## src/rtl/pwm_pkg.sv

```systemverilog
// Shared constants for the PWM block: default sizing, minimum period and
// the standard LED dimming periods/duty presets at a 50 MHz system clock.
package pwm_pkg;

    localparam int DEF_NUM_CH   = 8;
    localparam int DEF_CNT_W    = 23;
    localparam int MIN_PERIOD   = 2;

    localparam int CLK_HZ       = 50_000_000;
    localparam int PERIOD_25HZ  = 2_000_000;
    localparam int PERIOD_100HZ = 500_000;

    typedef enum logic [2:0] {
        DUTY_5,
        DUTY_25,
        DUTY_50,
        DUTY_75,
        DUTY_100
    } duty_preset_e;

    // Largest LED period times 100 still fits in a signed 32-bit int.
    function automatic int preset_ticks(input int period, input duty_preset_e preset);
        int pct;
        case (preset)
            DUTY_5:   pct = 5;
            DUTY_25:  pct = 25;
            DUTY_50:  pct = 50;
            DUTY_75:  pct = 75;
            default:  pct = 100;
        endcase
        return (period * pct) / 100;
    endfunction

endpackage

```

## src/rtl/pwm_multi_channel_if.sv

```systemverilog
// Control/status bundle between the front-end control logic (master) and the
// PWM generator (slave).
interface pwm_multi_channel_if #(
    parameter int NUM_CH = 8,
    parameter int CNT_W  = 23,
    parameter int CH_W   = (NUM_CH > 1) ? $clog2(NUM_CH) : 1
);
    logic              enable;
    logic [CNT_W-1:0]  period_in;
    logic              period_load;
    logic              wr_en;
    logic [CH_W-1:0]   wr_ch;
    logic [CNT_W-1:0]  wr_duty;
    logic              ramp_en;
    logic [CNT_W-1:0]  ramp_step;
    logic [NUM_CH-1:0] pwm_out;
    logic              period_start;
    logic [NUM_CH-1:0] ramping;

    modport master (
        output enable, period_in, period_load, wr_en, wr_ch, wr_duty,
               ramp_en, ramp_step,
        input  pwm_out, period_start, ramping
    );

    modport slave (
        input  enable, period_in, period_load, wr_en, wr_ch, wr_duty,
               ramp_en, ramp_step,
        output pwm_out, period_start, ramping
    );
endinterface

```

## src/rtl/pwm_channel.sv

```systemverilog
// One PWM channel: target/active duty pair, per-period ramp toward the
// target, and the registered compare against the shared period counter.
module pwm_channel #(
    parameter int CNT_W = 23
) (
    input  logic             clk,
    input  logic             reset,
    input  logic             enable,
    input  logic             wrap,
    input  logic             wr_sel,
    input  logic [CNT_W-1:0] wr_duty,
    input  logic             ramp_en,
    input  logic [CNT_W-1:0] ramp_step,
    input  logic [CNT_W-1:0] cnt,
    output logic             pwm_out,
    output logic             ramping
);

    logic [CNT_W-1:0] target;
    logic [CNT_W-1:0] active;
    logic [CNT_W-1:0] active_next;
    logic [CNT_W:0]   diff;
    logic [CNT_W:0]   delta;
    logic             going_up;

    // One extra bit keeps the difference and the clamped step exact.
    always_comb begin
        going_up    = active < target;
        diff        = going_up ? ({1'b0, target} - {1'b0, active})
                               : ({1'b0, active} - {1'b0, target});
        delta       = ({1'b0, ramp_step} < diff) ? {1'b0, ramp_step} : diff;
        active_next = target;
        if (ramp_en && (ramp_step != '0)) begin
            if (going_up) begin
                active_next = CNT_W'({1'b0, active} + delta);
            end else begin
                active_next = CNT_W'({1'b0, active} - delta);
            end
        end
    end

    always_ff @(posedge clk) begin
        if (reset) begin
            target  <= '0;
            active  <= '0;
            pwm_out <= 1'b0;
            ramping <= 1'b0;
        end else begin
            if (wr_sel) begin
                target <= wr_duty;
            end
            if (!enable) begin
                active <= target;
            end else if (wrap) begin
                active <= active_next;
            end
            pwm_out <= enable && (cnt < active);
            ramping <= (active != target);
        end
    end

endmodule

```

## src/rtl/pwm_multi_channel.sv

```systemverilog
// N-channel PWM generator sharing one period counter; period and duty
// updates are double-buffered and only take effect at the period wrap.
module pwm_multi_channel
    import pwm_pkg::*;
#(
    parameter int NUM_CH = DEF_NUM_CH,
    parameter int CNT_W  = DEF_CNT_W,
    parameter int CH_W   = (NUM_CH > 1) ? $clog2(NUM_CH) : 1
) (
    input logic                clk,
    input logic                reset,
    pwm_multi_channel_if.slave bus
);

    localparam logic [CNT_W-1:0] ONE   = CNT_W'(1);
    localparam logic [CNT_W-1:0] MIN_P = CNT_W'(MIN_PERIOD);

    logic [CNT_W-1:0]  cnt;
    logic [CNT_W-1:0]  period_shadow;
    logic [CNT_W-1:0]  period_active;
    logic              period_start;
    logic              wrap;
    logic [NUM_CH-1:0] wr_sel;
    logic [NUM_CH-1:0] pwm_bits;
    logic [NUM_CH-1:0] ramp_bits;

    assign wrap = bus.enable && (cnt == period_active - ONE);

    // Channel indices beyond NUM_CH match no select line and are dropped.
    always_comb begin
        wr_sel = '0;
        for (int i = 0; i < NUM_CH; i++) begin
            wr_sel[i] = bus.wr_en && (bus.wr_ch == CH_W'(i));
        end
    end

    always_ff @(posedge clk) begin
        if (reset) begin
            cnt           <= '0;
            period_shadow <= MIN_P;
            period_active <= MIN_P;
            period_start  <= 1'b0;
        end else begin
            if (bus.period_load) begin
                period_shadow <= (bus.period_in < MIN_P) ? MIN_P : bus.period_in;
            end
            if (!bus.enable || wrap) begin
                cnt           <= '0;
                period_active <= period_shadow;
            end else begin
                cnt <= cnt + ONE;
            end
            period_start <= bus.enable && (cnt == '0);
        end
    end

    for (genvar i = 0; i < NUM_CH; i++) begin : g_ch
        pwm_channel #(
            .CNT_W (CNT_W)
        ) u_ch (
            .clk       (clk),
            .reset     (reset),
            .enable    (bus.enable),
            .wrap      (wrap),
            .wr_sel    (wr_sel[i]),
            .wr_duty   (bus.wr_duty),
            .ramp_en   (bus.ramp_en),
            .ramp_step (bus.ramp_step),
            .cnt       (cnt),
            .pwm_out   (pwm_bits[i]),
            .ramping   (ramp_bits[i])
        );
    end

    assign bus.pwm_out      = pwm_bits;
    assign bus.ramping      = ramp_bits;
    assign bus.period_start = period_start;

endmodule
```

## src/flat_wrapper.sv

```systemverilog
// flat-port wrapper written by rule: the top's interface ports become plain ports
module pwm_multi_channel_flat import pwm_pkg::*;
#(
    parameter int NUM_CH = DEF_NUM_CH,
    parameter int CNT_W  = DEF_CNT_W,
    parameter int CH_W   = (NUM_CH > 1) ? $clog2(NUM_CH) : 1
)
  (clk, reset, bus_enable, bus_period_in, bus_period_load, bus_wr_en, bus_wr_ch, bus_wr_duty, bus_ramp_en, bus_ramp_step, bus_pwm_out, bus_period_start, bus_ramping);
  pwm_multi_channel_if #(.NUM_CH(NUM_CH), .CNT_W(CNT_W), .CH_W(CH_W)) bus_i ();
  input logic clk;
  input logic reset;
  input wire logic [$bits(bus_i.enable)-1:0] bus_enable;
  input wire logic [$bits(bus_i.period_in)-1:0] bus_period_in;
  input wire logic [$bits(bus_i.period_load)-1:0] bus_period_load;
  input wire logic [$bits(bus_i.wr_en)-1:0] bus_wr_en;
  input wire logic [$bits(bus_i.wr_ch)-1:0] bus_wr_ch;
  input wire logic [$bits(bus_i.wr_duty)-1:0] bus_wr_duty;
  input wire logic [$bits(bus_i.ramp_en)-1:0] bus_ramp_en;
  input wire logic [$bits(bus_i.ramp_step)-1:0] bus_ramp_step;
  output wire logic [$bits(bus_i.pwm_out)-1:0] bus_pwm_out;
  output wire logic [$bits(bus_i.period_start)-1:0] bus_period_start;
  output wire logic [$bits(bus_i.ramping)-1:0] bus_ramping;
  assign bus_i.enable = bus_enable;
  assign bus_i.period_in = bus_period_in;
  assign bus_i.period_load = bus_period_load;
  assign bus_i.wr_en = bus_wr_en;
  assign bus_i.wr_ch = bus_wr_ch;
  assign bus_i.wr_duty = bus_wr_duty;
  assign bus_i.ramp_en = bus_ramp_en;
  assign bus_i.ramp_step = bus_ramp_step;
  assign bus_pwm_out = bus_i.pwm_out;
  assign bus_period_start = bus_i.period_start;
  assign bus_ramping = bus_i.ramping;
  pwm_multi_channel #(.NUM_CH(NUM_CH), .CNT_W(CNT_W), .CH_W(CH_W)) u_core (.clk(clk), .reset(reset), .bus(bus_i));
endmodule
```

## config.mk

```make
export PLATFORM = sky130hd
export DESIGN_NAME = pwm_multi_channel_flat
export DESIGN_NICKNAME = d
export VERILOG_FILES = /design/src/rtl/pwm_pkg.sv /design/src/rtl/pwm_multi_channel_if.sv /design/src/rtl/pwm_channel.sv /design/src/rtl/pwm_multi_channel.sv /design/src/flat_wrapper.sv
export SDC_FILE = /design/constraint.sdc
export NUM_CORES = 2
export LEC_CHECK = 0
export ABC_AREA = 1
export BUFFER_PORTS_ARGS = -buffer_cell sky130_fd_sc_hd__buf_2
export CAP_MARGIN = 5
export CELL_PAD_IN_SITES_DETAIL_PLACEMENT = 2
export CELL_PAD_IN_SITES_GLOBAL_PLACEMENT = 2
export CORE_UTILIZATION = 36
export DETAILED_ROUTE_END_ITERATION = 10
export GPL_ROUTABILITY_DRIVEN = 0
export PLACE_DENSITY_LB_ADDON = 0.1
export SETUP_SLACK_MARGIN = 0.02
export SLEW_MARGIN = 10
export SYNTH_ARGS = -nofsm -noshare
export SYNTH_HDL_FRONTEND = slang
export SYNTH_SLANG_ARGS = --single-unit
```

## constraint.sdc

```tcl
create_clock -name clk -period 7.4 [get_ports clk]
set_input_delay 1.48 -clock clk [delete_from_list [all_inputs] [get_ports clk]]
set_output_delay 1.48 -clock clk [all_outputs]
set_load 0.05 [all_outputs]
```

==> flow_summary_export.csv <==
group,metric,value,unit
placement,post-place-ws,-1030,ps
floorplan,coreArea,176000,um2
worst_setup_path,cpMostUsedCell,"nand2_1",
synthesis,mappedNetlistNets,11400,
synthesis,synth_cell_types,71,
worst_setup_path,cp_max_fo,29,
floorplan,ios,95,
worst_setup_path,cp-start-kind,"register",
worst_setup_path,critPathCaptureType,"register",
synthesis,yosys.area_share.simple,0.286,
synthesis,synth.area.top_cells,"ha_1, nand2_1, dfxtp_1",
cts,cts_buffers,67,
cts,root_buffer,"clkbuf_16",
global_routing,grt-ovfl-total,0,
worst_setup_path,critPathMaxStageDelay,430,ps
worst_setup_path,crit_type,"register to register",
route,antenna_left,0,
run_status,violations,"design-rule violations, negative setup slack",
global_routing,busiest_layer,"met2",
synthesis,synth_top_family_by_area,"simple AND/OR/NAND/NOR gates",
worst_setup_path,cp.required,8050,ps
floorplan,dieArea,180000,um2
floorplan,start_util,0.363,
pwr,power,28.7,mW
route,dr.pass1.iters,10,
worst_setup_path,reg2reg_slack,-5,ps
run,cap_violations,0,
placement,io_buffers,94,
timing,period_share,1.00,
synthesis,synth.avg_cell_area,6.14,um2
cts,cts_max_level,3,
synthesis,yosysTopAreaCell,"ha_1",
worst_setup_path,crit_slowest_cell,"ha_2",
timing,rsz0062_at_grt,"yes",
synthesis,synth_fa_ha_area_frac,0.183,
synthesis,synth-compound-area-share,0.210,
route,via_per_inst,5.87,
route,drc,3,
floorplan,fp-row-count,154,
timing,hold_viol_final,0,
synthesis,async_flop_share,0,
global_routing,met3_usage,0.0638,
synthesis,synth_mux_area_frac,0.000312,
final_layout,register_area,9100,um2
timing,max_slew_margin,0.217,
global_routing,grt_max_degree,105,
timing,period_needed,7400,ps
floorplan,die_w,424,um
final_layout,area.growth.synth_to_final,14.6,%
global_routing,grt_pass1_wl,526000,um
global_routing,use_met2,0.615,
synthesis,syn_inst,10400,
synthesis,synth_area,64100,um2
global_routing,antenna_found_initial,43,
pwr,power_density,391,nW/um2
synthesis,ys.flop_type,"dfxtp_1",
worst_setup_path,arrival,8050,ps
cts,clock-sinks,454,
placement,hpwl,280000,um
final_layout,utilization,0.416,
floorplan,fp.dieH,424,um
timing,clock_skew,39.9,ps
synthesis,yosysWarnings,0,
route,wl_per_cell,28.0,um
cts,cts.hold.buffers_added,0,
cts,clockBufferDepth,3,
synthesis,ys_seq_area_frac,0.142,
synthesis,synth_xor_area_frac,0.0767,
route,wirelength,367000,um
synthesis,synth_edf_count,0,
global_routing,grt_pass1_vias,80900,
run_status,outcome,"complete, but fails checks",
timing,setup_viol,1,
global_routing,use_met1,0.494,
route,dr_total_vias,77100,
min_path,hp-class,"register to register",
route,first_iter_violations,5444,
timing,drv_slew,0,
pwr,p_leak,37.7,nW
final_layout,drive_gt1_frac,0.109,
final_layout,multiInputGateArea,50000,um2
cts,clkTransAtPathRegs,60,ps
global_routing,grt_usage,0.389,
cts,clk_latency,740,ps
final_layout,fin_nets,11700,
synthesis,synth-seq-cells,454,
cts,cts_tree,"built",
timing,tightest_slew,1170,ps
timing,layout_setup_ws,-4.85,ps
timing,max_freq,0.135,GHz
pwr,vdd_drop_max,0.218,mV
final_layout,nFillCells,21900,
synthesis,yosys.area.top_type_share,0.176,
## per-layer routing
metal / up-vias / wire length (um)
li1: 34900 / -
met1: 38900 / 157000
met2: 2577 / 163000
met3: 760 / 24300
met4: 8 / 23300
met5: - / 60
## flip-flops by register name, indices dropped and copies added (netlist names)
| register | flops |
|---|---|
| u_core.bus.period_start | 1 |
| u_core.cnt | 23 |
| u_core.g_ch.u_ch.active | 184 |
| u_core.g_ch.u_ch.pwm_out | 8 |
| u_core.g_ch.u_ch.ramping | 8 |
| u_core.g_ch.u_ch.target | 184 |
| u_core.period_active | 23 |
| u_core.period_shadow | 23 |
## cell type report
class                   count  area share
multi-input cells        8336       0.680
flip-flops and latches    454       0.124
inverters                1348      0.0697
repair buffers            509      0.0535
well taps                2340      0.0399
clock buffers              90      0.0258
clock inverters            34     0.00593
diodes                     26    0.000886
repair inverters            2    0.000204
## kinds of logic (layout without fill, tap and decap cells)
| family | after synthesis | in the layout |
|---|---|---|
| simple gates | 4363 | 4367 |
| compound gates | 2483 | 2483 |
| buf+inv | 1646 | 1983 |
| fa+ha+maj | 923 | 923 |
| xor+xnor | 561 | 561 |
| flops | 454 | 454 |
| mux | 2 | 2 |
| other cells | 0 | 26 |
## layout by cell type, fill, tap and decap left out, drive strengths merged, types with 25 or more instances in the layout
cell type	netlist	routed
o21bai	68	68
xnor2	143	143
xor2	418	418
nand2	2991	2992
a31oi	27	27
ha	899	899
clkbuf	148	93
nor3	59	59
inv	1338	1346
diode	0	26
clkinv	10	25
dfxtp	454	454
nand4	111	111
a21oi	1136	1136
nor4	33	33
o211ai	42	42
o21ai	947	947
o22ai	111	111
buf	150	506
nor2	659	659
nand3	443	446
a21o	28	28
## final timing paths
check	start	to	cells past startpoint
setup / recovery	u_core.g_ch[0].u_ch.target[9]	u_core.g_ch[0].u_ch.active[22]	45
hold / removal	u_core.period_shadow[16]	u_core.period_active[16]	2
setup reg to reg	u_core.g_ch[0].u_ch.target[9]	u_core.g_ch[0].u_ch.active[22]	45
hold reg to reg	u_core.period_shadow[16]	u_core.period_active[16]	2
## critical path, delay by kind of cell (launching register included)
| kind | cells | cell delay (ps) |
|---|---|---|
| adder cells (fa/ha/maj) | 3 | 1050 |
| flip-flops | 1 | 370 |
| AO/OA/AOI/OAI | 9 | 1490 |
| AND/OR/NAND/NOR | 21 | 2660 |
| buffers and inverters | 10 | 1300 |
| XOR/XNOR | 2 | 400 |
## metrics by stage
| step | cell area (um2) | hold WS, ps | std cells | TNS (ps) |
|---|---|---|---|---|
| 2_1_floorplan | 64100 | 423 | 10400 | 0 |
| 3_3_place_gp | 68800 | 435 | 12900 | -1800 |
| 3_5_place_dp | 68800 | 443 | 12900 | -9160 |
| 4_1_cts | 71400 | 457 | 13000 | -12.5 |
| 5_1_grt | 73400 | 472 | 13100 | -1500 |
| 6_report | 73400 | 455 | 13100 | -4.85 |
## synthesized netlist by cell type (108+ instances only)
| cell | count |
|---|---|
| a21oi_1 | 1128 |
| clkbuf_1 | 142 |
| dfxtp_1 | 454 |
| ha_1 | 899 |
| inv_1 | 1305 |
| nand2_1 | 2920 |
| nand3_1 | 422 |
| nand4_1 | 108 |
| nor2_1 | 593 |
| o21ai_0 | 858 |
| o22ai_1 | 111 |
| xnor2_1 | 143 |
| xor2_1 | 418 |
## timing repair
item,CTS,global route
gates resized for setup,56,364
setup endpoints to repair,46,88
gates cloned,2,6
pin swaps,8,69
setup buffers,11,65
hold endpoints to repair,0,0
## power by group
part	internal (mW)	switching, mW
sequential	2.61	0.199
clock	2.04	1.52
combinational	7.39	14.9
(Power assumes the default switching activity.)
